[config.mk]
export PLATFORM = sky130hd
export DESIGN_NAME = hazard_fwd_ctrl_flat
export DESIGN_NICKNAME = d
export VERILOG_FILES = /design/src/rtl/pipe_pkg.sv /design/src/rtl/hazard_fwd_ctrl_if.sv /design/src/rtl/fwd_sel.sv /design/src/rtl/hazard_fwd_ctrl.sv /design/src/flat_wrapper.sv
export SDC_FILE = /design/constraint.sdc
export NUM_CORES = 1
export LEC_CHECK = 0
export ABC_AREA = 1
export CORE_MARGIN = 2
export CORE_UTILIZATION = 35
export CTS_CLUSTER_SIZE = 14
export DETAILED_ROUTE_END_ITERATION = 8
export PLACE_DENSITY = 0.58
export SYNTH_ARGS = -nofsm -noshare
export SYNTH_HDL_FRONTEND = slang
export SYNTH_HIERARCHICAL = 1
export SYNTH_SLANG_ARGS = --single-unit
[constraint.sdc]
create_clock -name clk -period 1.52 [get_ports clk]
set_input_delay 0.228 -clock clk [delete_from_list [all_inputs] [get_ports clk]]
set_output_delay 0.228 -clock clk [all_outputs]
set_load 0.05 [all_outputs]
[src/rtl/pipe_pkg.sv]
// rtl/pipe_pkg.sv - shared types and constants for the execute-stage hazard controller
package pipe_pkg;

    localparam int REG_AW = 3;

    // Operand select encodings driven to the ALU operand muxes
    localparam logic [1:0] FWD_RF    = 2'b00;
    localparam logic [1:0] FWD_EXMEM = 2'b01;
    localparam logic [1:0] FWD_MEMWB = 2'b10;

    // One pipeline stage slot: what the instruction in that stage will write
    typedef struct packed {
        logic              valid;
        logic [REG_AW-1:0] dst;
        logic              wren;
        logic              load;
    } slot_t;

    localparam slot_t SLOT_BUBBLE = '{valid: 1'b0, dst: '0, wren: 1'b0, load: 1'b0};

endpackage

[src/rtl/hazard_fwd_ctrl_if.sv]
// rtl/hazard_fwd_ctrl_if.sv - decode-to-execute hazard/forwarding signal bundle
// master: decode side, drives Id* and BranchTaken, observes Stall/FlushId/FwdA/FwdB/StallCount
// slave : hazard controller, the reverse
interface hazard_fwd_ctrl_if
    import pipe_pkg::*;
#(
    parameter int CNT_W = 16
) ();

    logic              IdValid;
    logic [REG_AW-1:0] IdSrc1;
    logic [REG_AW-1:0] IdSrc2;
    logic              IdUse1;
    logic              IdUse2;
    logic [REG_AW-1:0] IdDst;
    logic              IdWrEn;
    logic              IdIsLoad;
    logic              BranchTaken;
    logic              Stall;
    logic              FlushId;
    logic [1:0]        FwdA;
    logic [1:0]        FwdB;
    logic [CNT_W-1:0]  StallCount;

    modport master (
        output IdValid, IdSrc1, IdSrc2, IdUse1, IdUse2, IdDst, IdWrEn, IdIsLoad, BranchTaken,
        input  Stall, FlushId, FwdA, FwdB, StallCount
    );

    modport slave (
        input  IdValid, IdSrc1, IdSrc2, IdUse1, IdUse2, IdDst, IdWrEn, IdIsLoad, BranchTaken,
        output Stall, FlushId, FwdA, FwdB, StallCount
    );

endinterface

[src/rtl/fwd_sel.sv]
// rtl/fwd_sel.sv - combinational forwarding-source select for one ALU operand
// src/use_src: operand register and whether it is read
// ex_s/mem_s : slots of the instructions currently in EX and MEM
// sel        : FWD_RF / FWD_EXMEM / FWD_MEMWB, valid once this operand reaches EX
module fwd_sel
    import pipe_pkg::*;
(
    input  logic [REG_AW-1:0] src,
    input  logic              use_src,
    input  slot_t             ex_s,
    input  slot_t             mem_s,
    output logic [1:0]        sel
);

    // Slots are judged one stage before the operand enters EX, so the EX
    // producer becomes EX/MEM and the MEM producer becomes MEM/WB. The
    // nearest producer holds the newest value and therefore wins.
    always_comb begin
        sel = FWD_RF;
        if (use_src) begin
            if (ex_s.valid && ex_s.wren && (ex_s.dst == src)) begin
                sel = FWD_EXMEM;
            end else if (mem_s.valid && mem_s.wren && (mem_s.dst == src)) begin
                sel = FWD_MEMWB;
            end
        end
    end

endmodule

[src/rtl/hazard_fwd_ctrl.sv]
// rtl/hazard_fwd_ctrl.sv - execute-stage load-use stall, branch flush and operand forwarding
// clk, rst_n : clock, asynchronous active-low reset
// bus        : decode inputs (Id*, BranchTaken) in; Stall, FlushId, FwdA, FwdB, StallCount out
module hazard_fwd_ctrl
    import pipe_pkg::*;
#(
    parameter int CNT_W = 16
) (
    input  logic             clk,
    input  logic             rst_n,
    hazard_fwd_ctrl_if.slave bus
);

    slot_t            ex_q,  ex_d;
    slot_t            mem_q, mem_d;
    slot_t            wb_q,  wb_d;
    logic [1:0]       fwd_a_q, fwd_a_d;
    logic [1:0]       fwd_b_q, fwd_b_d;
    logic [CNT_W-1:0] stall_cnt_q, stall_cnt_d;

    logic       src1_hit;
    logic       src2_hit;
    logic       stall;
    logic       issue;
    logic [1:0] sel_a;
    logic [1:0] sel_b;

    // WB slot completes the in-flight picture but nothing here consumes it yet
    logic unused_wb;
    assign unused_wb = ^wb_q;

    fwd_sel u_fwd_a (
        .src     (bus.IdSrc1),
        .use_src (bus.IdUse1),
        .ex_s    (ex_q),
        .mem_s   (mem_q),
        .sel     (sel_a)
    );

    fwd_sel u_fwd_b (
        .src     (bus.IdSrc2),
        .use_src (bus.IdUse2),
        .ex_s    (ex_q),
        .mem_s   (mem_q),
        .sel     (sel_b)
    );

    // A load in EX has no result yet, so a dependent instruction must wait
    // one cycle; a taken branch discards decode anyway, so it never stalls.
    always_comb begin
        src1_hit = bus.IdUse1 && (bus.IdSrc1 == ex_q.dst);
        src2_hit = bus.IdUse2 && (bus.IdSrc2 == ex_q.dst);
        stall    = bus.IdValid && ex_q.valid && ex_q.wren && ex_q.load &&
                   (src1_hit || src2_hit) && !bus.BranchTaken;
        issue    = bus.IdValid && !stall && !bus.BranchTaken;
    end

    always_comb begin
        wb_d  = mem_q;
        mem_d = ex_q;
        ex_d  = SLOT_BUBBLE;
        if (issue) begin
            ex_d.valid = 1'b1;
            ex_d.dst   = bus.IdDst;
            ex_d.wren  = bus.IdWrEn;
            ex_d.load  = bus.IdIsLoad;
        end

        // Bubbles entering EX must never steer the operand muxes
        fwd_a_d = issue ? sel_a : FWD_RF;
        fwd_b_d = issue ? sel_b : FWD_RF;

        stall_cnt_d = stall_cnt_q;
        if (stall && (stall_cnt_q != {CNT_W{1'b1}})) begin
            stall_cnt_d = stall_cnt_q + 1'b1;
        end
    end

    always_ff @(posedge clk or negedge rst_n) begin
        if (!rst_n) begin
            ex_q        <= SLOT_BUBBLE;
            mem_q       <= SLOT_BUBBLE;
            wb_q        <= SLOT_BUBBLE;
            fwd_a_q     <= FWD_RF;
            fwd_b_q     <= FWD_RF;
            stall_cnt_q <= '0;
        end else begin
            ex_q        <= ex_d;
            mem_q       <= mem_d;
            wb_q        <= wb_d;
            fwd_a_q     <= fwd_a_d;
            fwd_b_q     <= fwd_b_d;
            stall_cnt_q <= stall_cnt_d;
        end
    end

    assign bus.Stall      = stall;
    assign bus.FlushId    = bus.BranchTaken;
    assign bus.FwdA       = fwd_a_q;
    assign bus.FwdB       = fwd_b_q;
    assign bus.StallCount = stall_cnt_q;

endmodule
[src/flat_wrapper.sv]
// flat-port wrapper written by rule: the top's interface ports become plain ports
module hazard_fwd_ctrl_flat import pipe_pkg::*;
#(
    parameter int CNT_W = 16
)
  (clk, rst_n, bus_IdValid, bus_IdSrc1, bus_IdSrc2, bus_IdUse1, bus_IdUse2, bus_IdDst, bus_IdWrEn, bus_IdIsLoad, bus_BranchTaken, bus_Stall, bus_FlushId, bus_FwdA, bus_FwdB, bus_StallCount);
  hazard_fwd_ctrl_if #(.CNT_W(CNT_W)) bus_i ();
  input  logic clk;
  input  logic rst_n;
  input wire logic [$bits(bus_i.IdValid)-1:0] bus_IdValid;
  input wire logic [$bits(bus_i.IdSrc1)-1:0] bus_IdSrc1;
  input wire logic [$bits(bus_i.IdSrc2)-1:0] bus_IdSrc2;
  input wire logic [$bits(bus_i.IdUse1)-1:0] bus_IdUse1;
  input wire logic [$bits(bus_i.IdUse2)-1:0] bus_IdUse2;
  input wire logic [$bits(bus_i.IdDst)-1:0] bus_IdDst;
  input wire logic [$bits(bus_i.IdWrEn)-1:0] bus_IdWrEn;
  input wire logic [$bits(bus_i.IdIsLoad)-1:0] bus_IdIsLoad;
  input wire logic [$bits(bus_i.BranchTaken)-1:0] bus_BranchTaken;
  output wire logic [$bits(bus_i.Stall)-1:0] bus_Stall;
  output wire logic [$bits(bus_i.FlushId)-1:0] bus_FlushId;
  output wire logic [$bits(bus_i.FwdA)-1:0] bus_FwdA;
  output wire logic [$bits(bus_i.FwdB)-1:0] bus_FwdB;
  output wire logic [$bits(bus_i.StallCount)-1:0] bus_StallCount;
  assign bus_i.IdValid = bus_IdValid;
  assign bus_i.IdSrc1 = bus_IdSrc1;
  assign bus_i.IdSrc2 = bus_IdSrc2;
  assign bus_i.IdUse1 = bus_IdUse1;
  assign bus_i.IdUse2 = bus_IdUse2;
  assign bus_i.IdDst = bus_IdDst;
  assign bus_i.IdWrEn = bus_IdWrEn;
  assign bus_i.IdIsLoad = bus_IdIsLoad;
  assign bus_i.BranchTaken = bus_BranchTaken;
  assign bus_Stall = bus_i.Stall;
  assign bus_FlushId = bus_i.FlushId;
  assign bus_FwdA = bus_i.FwdA;
  assign bus_FwdB = bus_i.FwdB;
  assign bus_StallCount = bus_i.StallCount;
  hazard_fwd_ctrl #(.CNT_W(CNT_W)) u_core (.clk(clk), .rst_n(rst_n), .bus(bus_i));
endmodule
Word level (Yosys, flattened, before mapping)
Cells that the tools add are included.
Storage, ports and cells
  latch bits: 0
  output and inout bits: 22
  flip-flop bits (word level): 31
  memories kept: 0
  memory bits (read-only): 0
  input port bits: 17
  bits in writable memories: 0
  word-level logic and storage cells: 46
Operators by class
  multipliers: 0
  reductions and logical operators: 19
  bitwise gates (word level): 0
  add/sub/neg operators: 1
  $lt $le $gt $ge: 0
  div/mod/pow operators: 0
  eq/ne operators: 7
  mux-type cells: 9
  shift operators: 0
Operators by type and width (count)
  $eq A3 B3 Y1: 6
  $add A16 B1 Y16 const B: 1
  $logic_and A1 B1 Y1: 16
  $mux W2: 8
  $ne A16 B16 Y1 const B: 1
  $mux W6: 1
  $logic_not A1 Y1: 2
  $logic_or A1 B1 Y1: 1

Depth between registers and ports, before layout
  depth in word-level cells: 9
  mapped depth: 10
  mapped depth without buffers: 9

Modules after synthesis
The synthesis kept the hierarchy.
By module, submodules not included
  hazard_fwd_ctrl: cells each 216, area an instance 1700.4 µm², times used 1, sequential area each 800.8 µm²
  fwd_sel: cells each 36, area an instance 140.1 µm², times used 2, sequential area each 0.0 µm²

Least setup slack after synthesis
OpenSTA, ideal clock, no wires.
  path type: flip-flop to flip-flop
  from: register u_core/ex_q[1] (netlist bit)
  to: register u_core.stall_cnt_q[15], in the netlist u_core/bus.StallCount[15]
  stages on the path, launching flop included: 7
  slack: -0.354 ns
  data arrival time: 1.805 ns
  path buffers: 0
  library setup time: 0.070 ns
  clock period less this slack: 1.874 ns
  required time: 1.450 ns
  cells stage by stage: dfrtp_1 -> nand3_1 -> nor2_1 -> inv_1 -> a21oi_1 -> nand3_1 -> nand2_1
On the way
  word-level cells in the longest chain between the ends: 5
RTL lines
  start: declaration: line hazard_fwd_ctrl.sv:14  | slot_t ex_q, ex_d;
  start signal: assignment: line hazard_fwd_ctrl.sv:81  | ex_q <= SLOT_BUBBLE;
  start signal: assignment: line hazard_fwd_ctrl.sv:88  | ex_q <= ex_d;
  $logic_and A1 B1 Y1 (3 in a row): line hazard_fwd_ctrl.sv:53  | stall = bus.IdValid && ex_q.valid && ex_q.wren && ex_q.load &&
  $logic_and A1 B1 Y1: line hazard_fwd_ctrl.sv:54  | (src1_hit || src2_hit) && !bus.BranchTaken;
  named net bus_Stall: line flat_wrapper.sv:19  | output wire logic [$bits(bus_i.Stall)-1:0] bus_Stall;
  $logic_and A1 B1 Y1: line hazard_fwd_ctrl.sv:74  | if (stall && (stall_cnt_q != {CNT_W{1'b1}})) begin
  end signal: assignment: line hazard_fwd_ctrl.sv:93  | stall_cnt_q <= stall_cnt_d;
  end: declaration: line hazard_fwd_ctrl.sv:19  | logic [CNT_W-1:0] stall_cnt_q, stall_cnt_d;
The timed path passes the listed nets, and every way through them passes these cells.
A chain may end at the register's enable or synchronous reset.

Worst setup path after layout
  from: input bus_IdSrc2[1]
  to: output bus_Stall
On the way
  word-level cells in the longest chain between the ends: 5
RTL lines
  start: declaration: line flat_wrapper.sv:12  | input wire logic [$bits(bus_i.IdSrc2)-1:0] bus_IdSrc2;
  $eq A3 B3 Y1: line hazard_fwd_ctrl.sv:52  | src2_hit = bus.IdUse2 && (bus.IdSrc2 == ex_q.dst);
  $logic_and A1 B1 Y1: line hazard_fwd_ctrl.sv:52
  $logic_or A1 B1 Y1: line hazard_fwd_ctrl.sv:54
  $logic_and A1 B1 Y1: line hazard_fwd_ctrl.sv:53
  $logic_and A1 B1 Y1: line hazard_fwd_ctrl.sv:54
  end: declaration: line flat_wrapper.sv:19
Every way passes these cells.

==> flow_metrics.py <==
metrics = {
    "routing": {
        "drtAntennaViolNets": 0,
        "dr.pass1.iters": 4,
        "highest_layer": "met4",
        "drc": 0,
        "drtIter0Drc": 51,
        "met3_length_um": 230,
        "met1_length_um": 2070,
        "vias_per_cell": 4.35,
        "wirelength_um": 4660,
        "drt-wirelength-per-cell_um": 10.7,
        "wl_met2_um": 2300,
        "vias": 1888,
    },
    "finish": {
        "layout-drive-gt1-share_pct": 31.2,
        "multi_input_area_um2": 981,
        "diodes": 0,
        "register_area_um2": 793,
        "syn2layout_area_growth_pct": 55.2,
        "nFillCells": 510,
        "final_nets": 379,
    },
    "pwr": {
        "combPwrFrac_pct": 10.6,
        "leakage_nw": 1.38,
        "p_sw_mw": 0.434,
        "p_seq_share_pct": 44.7,
        "power.share.clock_pct": 44.7,
        "p_int_mw": 1.47,
        "p_per_area_mw_per_mm2": 626,
        "peakVddDrop_mv": 0.364,
        "switching_share_pct": 22.8,
    },
    "clock_tree": {
        "numCtsBuffers": 5,
        "clk_pin_slew_ps": 60,
        "cts_max_level": 2,
        "cts.sink_count": 31,
        "cts_tree": "built",
        "clock_latency_ps": 290,
        "cts_root_buffer": "clkbuf_8",
        "cts_buffer_depth": 2,
    },
    "floorplan": {
        "row_count": 27,
        "die_w_um": 78.8,
        "fp.dieArea_mm2": 0.00620,
        "start_util_pct": 36.0,
        "coreArea_mm2": 0.00544,
        "ios": 39,
        "die_h_um": 78.8,
    },
    "global_routing": {
        "grt_util_all_layers_pct": 16.5,
        "grt_pass1_wl_um": 7930,
        "grt_max_degree": 32,
        "first_global_vias": 1780,
        "grt-ovfl-total": 0,
        "grt_antenna_before_repair": 0,
    },
    "worst_setup_path": {
        "crit_buf_inv": 3,
        "crit_path_max_incr_delay_ps": 500,
        "crit_chain": "clkdlybuf4s50_1 > inv_1 > nand2_1 > nand2_1 > nor2_1 > nand2_2 > a21oi_4 > buf_12",
        "crit_path_end_kind": "output port",
        "cp.arrival_ps": 1430,
        "startpoint_type": "primary input",
        "cp_max_fo": 2,
        "path_delay_family": "buffers and inverters",
        "crit_slowest_cell": "clkdlybuf4s50_1",
        "path_common_cell": "nand2_1",
        "crit_type": "primary input to output port",
        "critPathRequiredTime_ps": 1290,
    },
    "outcome": {
        "status": "finished with violations",
        "violations": "negative setup slack",
    },
    "sta": {
        "worst_pin_slew_ps": 409,
        "fin_crit_ps": 1660,
        "max_freq_mhz": 603,
        "rsz0062_at_grt": "true",
        "setup_violations": 13,
        "skew_ps": 7.19,
        "fin_ws_ps": -137,
        "finalHoldViolations": 0,
        "relSlewSlack_pct": 72.8,
        "finalCritPeriodShare_pct": 109,
        "whs_ps": 348,
        "slew_violations": 0,
    },
    "logic_synthesis": {
        "synth_fp_nets": 305,
        "netlist_area_mm2": 0.00196,
        "yosys_warnings": 6,
        "netlist_instances": 287,
        "avgSynthCellArea_um2": 6.81,
    },
    "placed_design": {
        "pre_cts_ws_ps": -287,
        "portBuffers": 38,
        "dp_hpwl_um": 3310,
        "gp_congestion": 0.802,
    },
    "min_path": {
        "hold_path.class": "primary input to async pin",
    },
    "flow_run": {
        "max-cap-violations": 0,
    },
}
path summary, 6_finish.rpt:
check | from | end | slack, ps | depth (start not counted)
setup / recovery | bus_IdSrc2[1] | bus_Stall | -140 | 8
hold / removal | rst_n | u_core/bus.StallCount[11] | 350 | 2
setup reg to reg | u_core/ex_q[3] | u_core/bus.StallCount[8] | -20 | 11
hold reg to reg | u_core/ex_q[5] | u_core/mem_q[5] | 440 | 0
max in group asynchronous | rst_n | u_core/bus.StallCount[10] | 840 | 2
min in group clk | u_core/ex_q[5] | u_core/mem_q[5] | 440 | 0
worst reg2reg max path: stages (launching register included):
cell,delay [ps]
dfrtp_2,420
inv_1,50
nand2_1,70
nand2_2,50
nor2_2,120
nand2_2,90
buf_4,150
nand2_4,80
nand3_4,110
buf_12,170
nand2_1,60
o21ai_1,60
layer usage:
layer,track usage [%],vias up
met5,0,-
met2,27.3,36
met3,4.43,7
met4,5.61,0
li1,-,1007
met1,20.8,838
sequential cells by signal, indices dropped and copies added, names as in the netlist:
| signal | flops |
|---|---|
| u_core/ex_q | 6 |
| u_core/bus.FwdB | 2 |
| u_core/mem_q | 5 |
| u_core/bus.FwdA | 2 |
| u_core/bus.StallCount | 16 |
repair_timing:
item	CTS	global route
hold buffers	0	0
setup endpoints to repair	6	27
buffers inserted	3	2
pin swaps	4	4
gates resized for setup	9	13
gates cloned	0	1
layout make-up:
| class | instances | area share (%) |
|---|---|---|
| timing repair buffer | 70 | 27.3 |
| tap | 72 | 2.97 |
| multi-input combinational | 193 | 32.3 |
| clock inverter | 2 | 1.15 |
| inverter | 60 | 7.42 |
| clock buffer | 6 | 2.72 |
| sequential | 31 | 26.1 |
through the flow:
step | setup TNS (ps) | util, % | cell area, µm² | total power, mW | cells
floorplan | -321 | - | 2000 | 0.937 | 287
global placement | -6190 | 51.6 | 2810 | 1.05 | 420
detailed placement | -7070 | 51.6 | 2810 | 1.05 | 420
CTS | -244 | 54.4 | 2960 | 1.92 | 431
global route | -2090 | 55.8 | 3040 | 2.00 | 434
finish | -236 | 55.8 | 3040 | 1.90 | 434
layout by cell type (no fill, tap or decap), drive strengths merged, types with 5 or more instances in the layout:
master         count
nand2            103
inv               60
buf               53
nor2              39
dfrtp             31
o21ai             18
nand3             14
clkdlybuf4s50     13
xnor2              7
clkbuf             7
nand4              5
power groups by stage:
stage               sequential, mW  combinational, mW  clock, mW
floorplan                    0.864             0.0724          0
global placement             0.864              0.187          0
detailed placement           0.865              0.189          0
CTS                          0.849              0.195      0.876
global route                 0.851              0.227      0.918
finish                       0.849              0.202      0.850
Power figures use the tool's default switching activity.
